$ cat src/rtl/demux32_buf_if.sv
// Port bundle for demux32_buf: one input stream and two independently drained output channels.
// The master side drives the input word and the consumer ready signals.
interface demux32_buf_if #(
  parameter int WIDTH = 32,
  parameter int DEPTH = 2
);
  localparam int LW = $clog2(DEPTH) + 1;

  logic [WIDTH-1:0] in_data;
  logic             in_sel;
  logic             in_valid;
  logic             in_ready;
  logic [WIDTH-1:0] out0_data;
  logic             out0_valid;
  logic             out0_ready;
  logic [WIDTH-1:0] out1_data;
  logic             out1_valid;
  logic             out1_ready;
  logic [LW-1:0]    out0_level;
  logic [LW-1:0]    out1_level;

  modport master (
    output in_data, in_sel, in_valid, out0_ready, out1_ready,
    input  in_ready, out0_data, out0_valid, out1_data, out1_valid, out0_level, out1_level
  );

  modport slave (
    input  in_data, in_sel, in_valid, out0_ready, out1_ready,
    output in_ready, out0_data, out0_valid, out1_data, out1_valid, out0_level, out1_level
  );
endinterface

$ cat src/rtl/demux32_buf.sv
// Buffered 1-to-2 demux: each accepted word is steered by in_sel into one of two small FIFOs.
// Full/empty comes from a per-channel level counter; storage itself is never reset.
module demux32_buf #(
  parameter int WIDTH = 32,
  parameter int DEPTH = 2
) (
  input logic            clk,
  input logic            rst,
  demux32_buf_if.slave   bus
);
  localparam int PW = $clog2(DEPTH);
  localparam int LW = $clog2(DEPTH) + 1;

  logic [1:0][LW-1:0]    level;
  logic [1:0][WIDTH-1:0] head;
  logic [1:0]            valid;
  logic [1:0]            out_ready;
  logic [1:0]            sel_onehot;
  logic                  in_fire;

  // Input readiness looks only at the selected channel's registered level.
  assign bus.in_ready = (level[bus.in_sel] != LW'(DEPTH));
  assign in_fire      = bus.in_valid && bus.in_ready;
  assign sel_onehot   = {bus.in_sel, !bus.in_sel};
  assign out_ready    = {bus.out1_ready, bus.out0_ready};

  generate
    for (genvar gi = 0; gi < 2; gi++) begin : g_ch
      logic [WIDTH-1:0] mem_q [DEPTH];
      logic [PW-1:0]    wr_ptr_q, wr_ptr_d;
      logic [PW-1:0]    rd_ptr_q, rd_ptr_d;
      logic [LW-1:0]    level_q, level_d;
      logic             push;
      logic             pop;

      assign push = in_fire && sel_onehot[gi];
      assign pop  = (level_q != '0) && out_ready[gi];

      always_comb begin
        wr_ptr_d = wr_ptr_q;
        rd_ptr_d = rd_ptr_q;
        level_d  = level_q;
        if (push) wr_ptr_d = wr_ptr_q + PW'(1);
        if (pop)  rd_ptr_d = rd_ptr_q + PW'(1);
        if (push && !pop)      level_d = level_q + LW'(1);
        else if (pop && !push) level_d = level_q - LW'(1);
      end

      always_ff @(posedge clk) begin
        if (rst) begin
          wr_ptr_q <= '0;
          rd_ptr_q <= '0;
          level_q  <= '0;
        end else begin
          wr_ptr_q <= wr_ptr_d;
          rd_ptr_q <= rd_ptr_d;
          level_q  <= level_d;
        end
      end

      always_ff @(posedge clk) begin
        if (push && !rst) mem_q[wr_ptr_q] <= bus.in_data;
      end

      // Empty channels present zero so stale storage never leaks out.
      assign valid[gi] = (level_q != '0);
      assign head[gi]  = valid[gi] ? mem_q[rd_ptr_q] : '0;
      assign level[gi] = level_q;
    end
  endgenerate

  assign bus.out0_data  = head[0];
  assign bus.out1_data  = head[1];
  assign bus.out0_valid = valid[0];
  assign bus.out1_valid = valid[1];
  assign bus.out0_level = level[0];
  assign bus.out1_level = level[1];
endmodule

$ cat src/flat_wrapper.sv
// flat-port wrapper written by rule: the top's interface ports become plain ports
module demux32_buf_flat 
#(
  parameter int WIDTH = 32,
  parameter int DEPTH = 2
)
  (clk, rst, bus_in_data, bus_in_sel, bus_in_valid, bus_out0_ready, bus_out1_ready, bus_in_ready, bus_out0_data, bus_out0_valid, bus_out1_data, bus_out1_valid, bus_out0_level, bus_out1_level);
  demux32_buf_if #(.WIDTH(WIDTH), .DEPTH(DEPTH)) bus_i ();
  input logic clk;
  input logic rst;
  input wire logic [$bits(bus_i.in_data)-1:0] bus_in_data;
  input wire logic [$bits(bus_i.in_sel)-1:0] bus_in_sel;
  input wire logic [$bits(bus_i.in_valid)-1:0] bus_in_valid;
  input wire logic [$bits(bus_i.out0_ready)-1:0] bus_out0_ready;
  input wire logic [$bits(bus_i.out1_ready)-1:0] bus_out1_ready;
  output wire logic [$bits(bus_i.in_ready)-1:0] bus_in_ready;
  output wire logic [$bits(bus_i.out0_data)-1:0] bus_out0_data;
  output wire logic [$bits(bus_i.out0_valid)-1:0] bus_out0_valid;
  output wire logic [$bits(bus_i.out1_data)-1:0] bus_out1_data;
  output wire logic [$bits(bus_i.out1_valid)-1:0] bus_out1_valid;
  output wire logic [$bits(bus_i.out0_level)-1:0] bus_out0_level;
  output wire logic [$bits(bus_i.out1_level)-1:0] bus_out1_level;
  assign bus_i.in_data = bus_in_data;
  assign bus_i.in_sel = bus_in_sel;
  assign bus_i.in_valid = bus_in_valid;
  assign bus_i.out0_ready = bus_out0_ready;
  assign bus_i.out1_ready = bus_out1_ready;
  assign bus_in_ready = bus_i.in_ready;
  assign bus_out0_data = bus_i.out0_data;
  assign bus_out0_valid = bus_i.out0_valid;
  assign bus_out1_data = bus_i.out1_data;
  assign bus_out1_valid = bus_i.out1_valid;
  assign bus_out0_level = bus_i.out0_level;
  assign bus_out1_level = bus_i.out1_level;
  demux32_buf #(.WIDTH(WIDTH), .DEPTH(DEPTH)) u_core (.clk(clk), .rst(rst), .bus(bus_i));
endmodule
$ cat config.mk
export PLATFORM = sky130hd
export DESIGN_NAME = demux32_buf_flat
export DESIGN_NICKNAME = d
export VERILOG_FILES = /design/src/rtl/demux32_buf_if.sv /design/src/rtl/demux32_buf.sv /design/src/flat_wrapper.sv
export SDC_FILE = /design/constraint.sdc
export NUM_CORES = 1
export LEC_CHECK = 0
export CAP_MARGIN = 15
export CELL_PAD_IN_SITES_DETAIL_PLACEMENT = 0
export CELL_PAD_IN_SITES_GLOBAL_PLACEMENT = 1
export CORE_UTILIZATION = 38
export DETAILED_ROUTE_END_ITERATION = 8
export GPL_TIMING_DRIVEN = 0
export PLACE_DENSITY = 0.87
export SLEW_MARGIN = 0
export SYNTH_ARGS = -nofsm -noshare
export SYNTH_HDL_FRONTEND = slang
export SYNTH_SLANG_ARGS = --single-unit
export TNS_END_PERCENT = 100
$ cat constraint.sdc
create_clock -name clk -period 6.4 [get_ports clk]
set_clock_uncertainty 0.15 [all_clocks]
set_input_delay 1.92 -clock clk [delete_from_list [all_inputs] [get_ports clk]]
set_output_delay 1.92 -clock clk [all_outputs]
set_load 0.05 [all_outputs]
==> out/qor.txt, run 1 <==
Status = complete, no violations
Vias per Instance = 4.73
CTS resizes = 0
Max IR drop VDD = 0.275 mV
Worst Hold Slack = 0.367 ns
Antenna fix cells = 0
Startpoint Class = input port
Rel. slew slack = 0.630
WL final = 10,900 um
Layout cell share with drive strength beyond 1 = 0.127
Pre-CTS setup slack = 0.724 ns
#FFs+latches synth = 138
Hold Buf Count CTS = 0
Setup violations, final = 0
Area Growth Syn to Fin = 39.6%
Violation count after the first detailed-route iteration = 139
Core footprint = 0.0134 mm2
Total gr overflow = 0
Mapped Cells = 324
Fin. Hold Viols = 0
Top Ports = 109
Skew-Pair Late Insertion Delay = 0.41 ns
Fill count = 1,081
Syn Nets = 364
Final worst path period need = 5.68 ns
Hold Crit Class = reg -> reg
CTS tree = done
Unrepaired setup endpoints after global routing = false
Post-DP HPWL = 7260 um
Share of the synthesized area in the top cell type = 0.727
DRC = 0
Crit path setup slack, layout = 0.725 ns
CP required = 4.33 ns
Die height = 120 um
Sequential fraction of the synthesis area = 0.765
Worst setup EP type = output pin
Worst-path fanout max = 6
Die W = 120 um
WL per Instance = 16.7 um
Total track usage = 0.159
Distinct cells, synth = 22
Worst-path clk slew = 0.06 ns
Post-route ant nets = 0
Mean post-synth cell area = 16.3 um2
Worst R2R Path Depth = 4
Total CTS buffers = 17
Tightest Pin Transition = 0.554 ns
Setup CP Type = in -> out
Yosys top cell by area = edfxtp_1
Hold Path Depth = 2
Vias = 3,072
DIE AREA = 0.0144 mm2
Part of the cycle the worst path needs = 0.887
Initial antenna violation count = 0
Ys Warns = 0
Starting Density = 0.394
Crit path DAT = 3.61 ns
F_max = 0.176 GHz
First-pass GRT wire length = 16,500 um
Final Wtd Congestion = 0.750
Maxcap violations = 0
Port-buffer cells = 108
Max Buffers Root-to-Sink = 2
Drt pass-1 iters = 4
Ranking of synthesized cells by area = edfxtp_1, mux2i_1, nor2_1
Nets = 501
Largest net degree at the start of global routing = 23
# rows = 42
# H-tree levels = 4
Final Max Tran Viols = 0
Clock sinks = 138
Synth Cell Area = 0.00529 mm2
Vias in the first global route = 3,091
Root buffer cell = clkbuf_16
Leakage = 2.49 nW
PwrDens = 527 mW/mm2
Post-CTS Setup Repair Bufs = 0
==> synthesized netlist by cell type (all sizes together) <==
library cell	n
inv	4
o21ai	4
dfxtp	10
nor2	74
nor4	1
nor3b	1
ha	2
nor2b	1
edfxtp	128
clkbuf	1
buf	14
and3	1
nor4b	1
o21bai	1
xor2	6
or3	2
nand4b	1
mux2i	65
nand2b	4
a21oi	2
o22ai	1
==> worst paths after layout <==
check	startpoint	end	slack (ns)
setup / recovery	bus_in_sel	bus_in_ready	0.72
hold / removal	u_core.g_ch[0].wr_ptr_q$_SDFFE_PP0P_	u_core.g_ch[0].wr_ptr_q$_SDFFE_PP0P_	0.37
setup reg to reg	u_core.bus.out1_level[0]$_SDFFE_PP0P_	u_core.g_ch[1].mem_q[0][29]$_DFFE_PP_	4.32
hold reg to reg	u_core.g_ch[0].wr_ptr_q$_SDFFE_PP0P_	u_core.g_ch[0].wr_ptr_q$_SDFFE_PP0P_	0.37
==> power by group <==
part | internal, W | total, W | leakage, nW | switching [W]
logic | 0.000563 | 0.00175 | 0.934 | 0.00119
registers | 0.00105 | 0.00108 | 1.24 | 0.0000301
clock network | 0.000692 | 0.00106 | 0.310 | 0.000366
==> state kept, by name, indices dropped and copies added, names as in the netlist, named ones only <==
name	flops
u_core.bus.out0_level	2
u_core.g_ch.rd_ptr_q	2
u_core.g_ch.mem_q	128
u_core.bus.out1_level	2
u_core.g_ch.wr_ptr_q	2
==> worst max-delay path, cell delays in order <==
cell and delay (ns):
clkdlybuf4s50_1 0.64, mux2i_1 0.23, clkdlybuf4s50_1 0.82
==> layout by cell type (no fill, tap or decap), types with 4 or more instances in the layout <==
cell,instances
buf_2,8
buf_4,11
bufinv_16,5
clkbuf_16,17
clkdlybuf4s50_1,108
dfxtp_1,10
edfxtp_1,128
inv_1,4
mux2i_1,65
nand2b_1,4
nor2_1,72
o21ai_0,4
xor2_1,6
==> layout make-up <==
type	count	area [um2]	area share
plain buffers	15	88.8	0.0120
clock buffers	17	425	0.0577
clock inverters	15	223	0.0302
inverters	4	15.0	0.00204
multi-input cells	167	1170	0.158
flip-flops and latches	138	4040	0.548
well taps	176	220	0.0299
repair buffers	118	1190	0.162
==> layer usage <==
metal  vias up  share of wire  GRT usage  wire length, um
li1       1462              -          -                -
met1      1477           0.43      0.198             4710
met2       115           0.49      0.256             5270
met3        18          0.063     0.0442              680
met4         0          0.018     0.0719              195
met5         -              0          0                0
==> per-stage QoR <==
| stage | setup TNS, ns | instances | total power, W | util | cell area (um2) |
|---|---|---|---|---|---|
| CTS | 0 | 650 | 0.00393 | 0.550 | 7380 |
| finish | 0 | 650 | 0.00389 | 0.550 | 7380 |
| floorplan | 0 | 324 | 0.00227 | - | 5290 |
| global route | 0 | 650 | 0.00404 | 0.550 | 7380 |
| detailed placement | 0 | 618 | 0.00286 | 0.502 | 6730 |
| global placement | -88.63 | 608 | 0.00284 | 0.492 | 6590 |
==> cell families after synthesis <==
| family | Yosys count | synth area share |
|---|---|---|
| DFF | 138 | 0.765 |
| and+or+nand+nor | 86 | 0.0691 |
| muxes | 65 | 0.123 |
| buffers and inverters | 19 | 0.0196 |
| AOI/OAI and AO/OA | 8 | 0.00829 |
| xor gates and xnor gates | 6 | 0.00994 |
| adders and majority gates | 2 | 0.00473 |
(Power assumes the default switching activity.)
==> run 2, diff against run 1 <==
==> constraint.sdc (replaced) <==
create_clock -name clk -period 4.83 [get_ports clk]
set_clock_uncertainty 0.15 [all_clocks]
set_input_delay 1.449 -clock clk [delete_from_list [all_inputs] [get_ports clk]]
set_output_delay 1.449 -clock clk [all_outputs]
set_load 0.05 [all_outputs]
==> run 2 against run 1 <==
Compared with the run above:
- via count shrank 0.39%
- worst setup slack worse by 0.67 ns
- combinational power increased by 33%
==> out/qor.txt, run 2 (synthesis gave the netlist of run 1 again) <==
Drt pass-1 iters = 4 (unchanged)
DIE AREA = 0.0144 mm2 (unchanged)
Total gr overflow = 0 (unchanged)
Final Wtd Congestion = 0.707 (-5.8%)
CTS tree = done
Violation count after the first detailed-route iteration = 216 (+55%)
Placed insts = 614 (-0.65%)
Antenna fix cells = 0 (unchanged)
Layout cell share with drive strength beyond 1 = 0.107 (-0.0200)
Startpoint Class = input port
Sw Pwr = 0.00206 W (+30%)
Nets = 497 (-0.80%)
Core footprint = 0.0134 mm2 (unchanged)
Vias = 3,060 (-0.39%)
Crit-path cells = clkdlybuf4s50_1 > mux2i_1 > clkdlybuf4s50_1
Skew-Pair Late Insertion Delay = 0.41 ns (about the same)
WL final = 11,100 um (+2.4%)
Total track usage = 0.167 (+0.00816)
Rel. slew slack = 0.519 (-0.111)
# H-tree levels = 4 (unchanged)
Part of the cycle the worst path needs = 0.988
Worst-path clk slew = 0.05 ns (about the same)
Internal power = 0.00293 W (+27%)
Area Growth Syn to Fin = 37.6%
Power share of the clock group = 0.247 (-0.025)
Area of the multi-input gates = 0.00118 mm2 (+0.75%)
Register Area = 0.00404 mm2 (unchanged)
Crit path setup slack, layout = 0.0557 ns (-0.669 ns)
Hold Crit Class = reg -> reg
Die W = 120 um (unchanged)
Worst Path Buf+Inv = 2 (unchanged)
Largest register FFs = 128 (unchanged)
Max IR drop VDD = 0.379 mV (+38%)
Top Ports = 109 (unchanged)
Total CTS buffers = 17 (unchanged)
Post-route ant nets = 0 (unchanged)
Post-CTS Setup Repair Bufs = 0 (unchanged)
Fin Setup TNS = 0 ns (unchanged)
Levels on crit path = 3 (unchanged)
CP required = 3.23 ns (-1.10 ns)
Clock sinks = 138 (unchanged)
Commonest non-fill, non-tap cell in the layout = edfxtp_1
Starting Density = 0.394 (unchanged)
Final worst path period need = 4.77 ns
Seq pwr share = 0.286 (+0.009)
F_max = 0.209 GHz
First-pass GRT wire length = 17,200 um (+4.6%)
Fin. Hold Viols = 0 (unchanged)
Port-buffer cells = 108 (unchanged)
Leakage = 2.44 nW (-1.9%)
Vias in the first global route = 3,180 (+2.9%)
Worst setup EP type = output pin
CP max-delay cell = clkdlybuf4s50_1
Post-Layout Cell Count = 645 (-0.77%)
Largest net degree at the start of global routing = 21 (-8.7%)
Biggest register = u_core.g_ch.mem_q
Fill count = 1,107 (+2.4%)
Hold Buf Count CTS = 0 (unchanged)
Status = complete, no violations
Worst-path fanout max = 6 (unchanged)
Crit path DAT = 3.18 ns (-0.43 ns)
Vias per Instance = 4.74 (+0.38%)
Setup violations, final = 0 (unchanged)
Switching Fraction = 0.413 (+0.00518)
DRC = 0 (unchanged)
Slowest cell delay on critical path = 0.82 ns (about the same)
Final Max Tran Viols = 0 (unchanged)
Setup CP Type = in -> out
CP most frequent cell = clkdlybuf4s50_1
Maxcap violations = 0 (unchanged)
PwrDens = 686 mW/mm2 (+30%)
Crit-path leading delay family = buffers and inverters
Initial antenna violation count = 0 (unchanged)
Unrepaired setup endpoints after global routing = false
Comb pwr share = 0.466 (+0.015)
Hold Path Depth = 2 (unchanged)
# rows = 42 (unchanged)
Worst R2R Path Depth = 4 (unchanged)
WL per Instance = 17.2 um (+3.2%)
Root buffer cell = clkbuf_16
Max Buffers Root-to-Sink = 2 (unchanged)
Die height = 120 um (unchanged)
Most frequent cells in the layout = edfxtp_1, clkdlybuf4s50_1, nor2_1
CTS resizes = 0 (unchanged)
Post-DP HPWL = 7380 um (+1.7%)
Pre-CTS setup slack = 0.0457 ns (-0.678 ns)
Tightest Pin Transition = 0.716 ns (+0.162 ns)
run 2: cell count changes in the layout (fill, tap and decap cells not counted), moves of 3 or more:
| cell | change |
|---|---|
| clkinv_2 | +3 |
| clkinv_1 | +3 |
| clkinvlp_4 | -3 |
| buf_4 | -5 |
run 2: path summary, 6_finish.rpt:
| check | startpoint | endpoint | slack, ns |
|---|---|---|---|
| worst max-delay path | bus_in_sel | bus_in_ready | 0.06 |
| worst min-delay path | u_core.g_ch[0].rd_ptr_q$_SDFFE_PP0P_ | register | 0.35 |
| worst max register to register | u_core.bus.out1_level[0]$_SDFFE_PP0P_ | u_core.g_ch[1].mem_q[0][28]$_DFFE_PP_ | 2.76 |
| worst min register to register | u_core.g_ch[0].rd_ptr_q$_SDFFE_PP0P_ | register | 0.35 |
run 2: cell type report:
cell class,instances,share of cell area
Buffer,15,0.0122
Clock buffer,19,0.0595
Clock inverter,12,0.0181
Inverter,4,0.00206
Multi-Input combinational cell,167,0.162
Sequential cell,138,0.556
Tap cell,176,0.0303
Timing Repair Buffer,114,0.160
run 2: layer usage:
| metal | part of all wire | global-route usage |
|---|---|---|
| met1 | 0.44 | 0.205 |
| met5 | 0 | 0 |
| met4 | 0.013 | 0.0492 |
| met3 | 0.050 | 0.0561 |
| met2 | 0.50 | 0.278 |
run 2: per-stage QoR:
step,util,hold slack (ns),instance area (um2),total power [W]
final,0.543,0.353,7270,0.00499
after global routing,0.543,0.410,7270,0.00521
after CTS,0.543,0.358,7270,0.00505
after detailed placement,0.501,0.338,6710,0.00381
after global placement,0.492,0.328,6590,0.00377
after floorplan,-,0.315,5290,0.00300
run 2: power groups by stage:
| stage | combinational (W) | sequential, W | clock (W) |
|---|---|---|---|
| finish | 0.00233 | 0.00143 | 0.00123 |
| global route | 0.00245 | 0.00144 | 0.00132 |
| CTS | 0.00236 | 0.00143 | 0.00126 |
| detailed placement | 0.00235 | 0.00145 | 0 |
| global placement | 0.00232 | 0.00145 | 0 |
| floorplan | 0.00150 | 0.00150 | 0 |
run 2: worst reg2reg max path: cells and delay by family (launching register included):
| family | cells | cell delay [ns] |
|---|---|---|
| buf+inv | 1 | 0.25 |
| simple gates | 3 | 0.92 |
| flops | 1 | 0.43 |
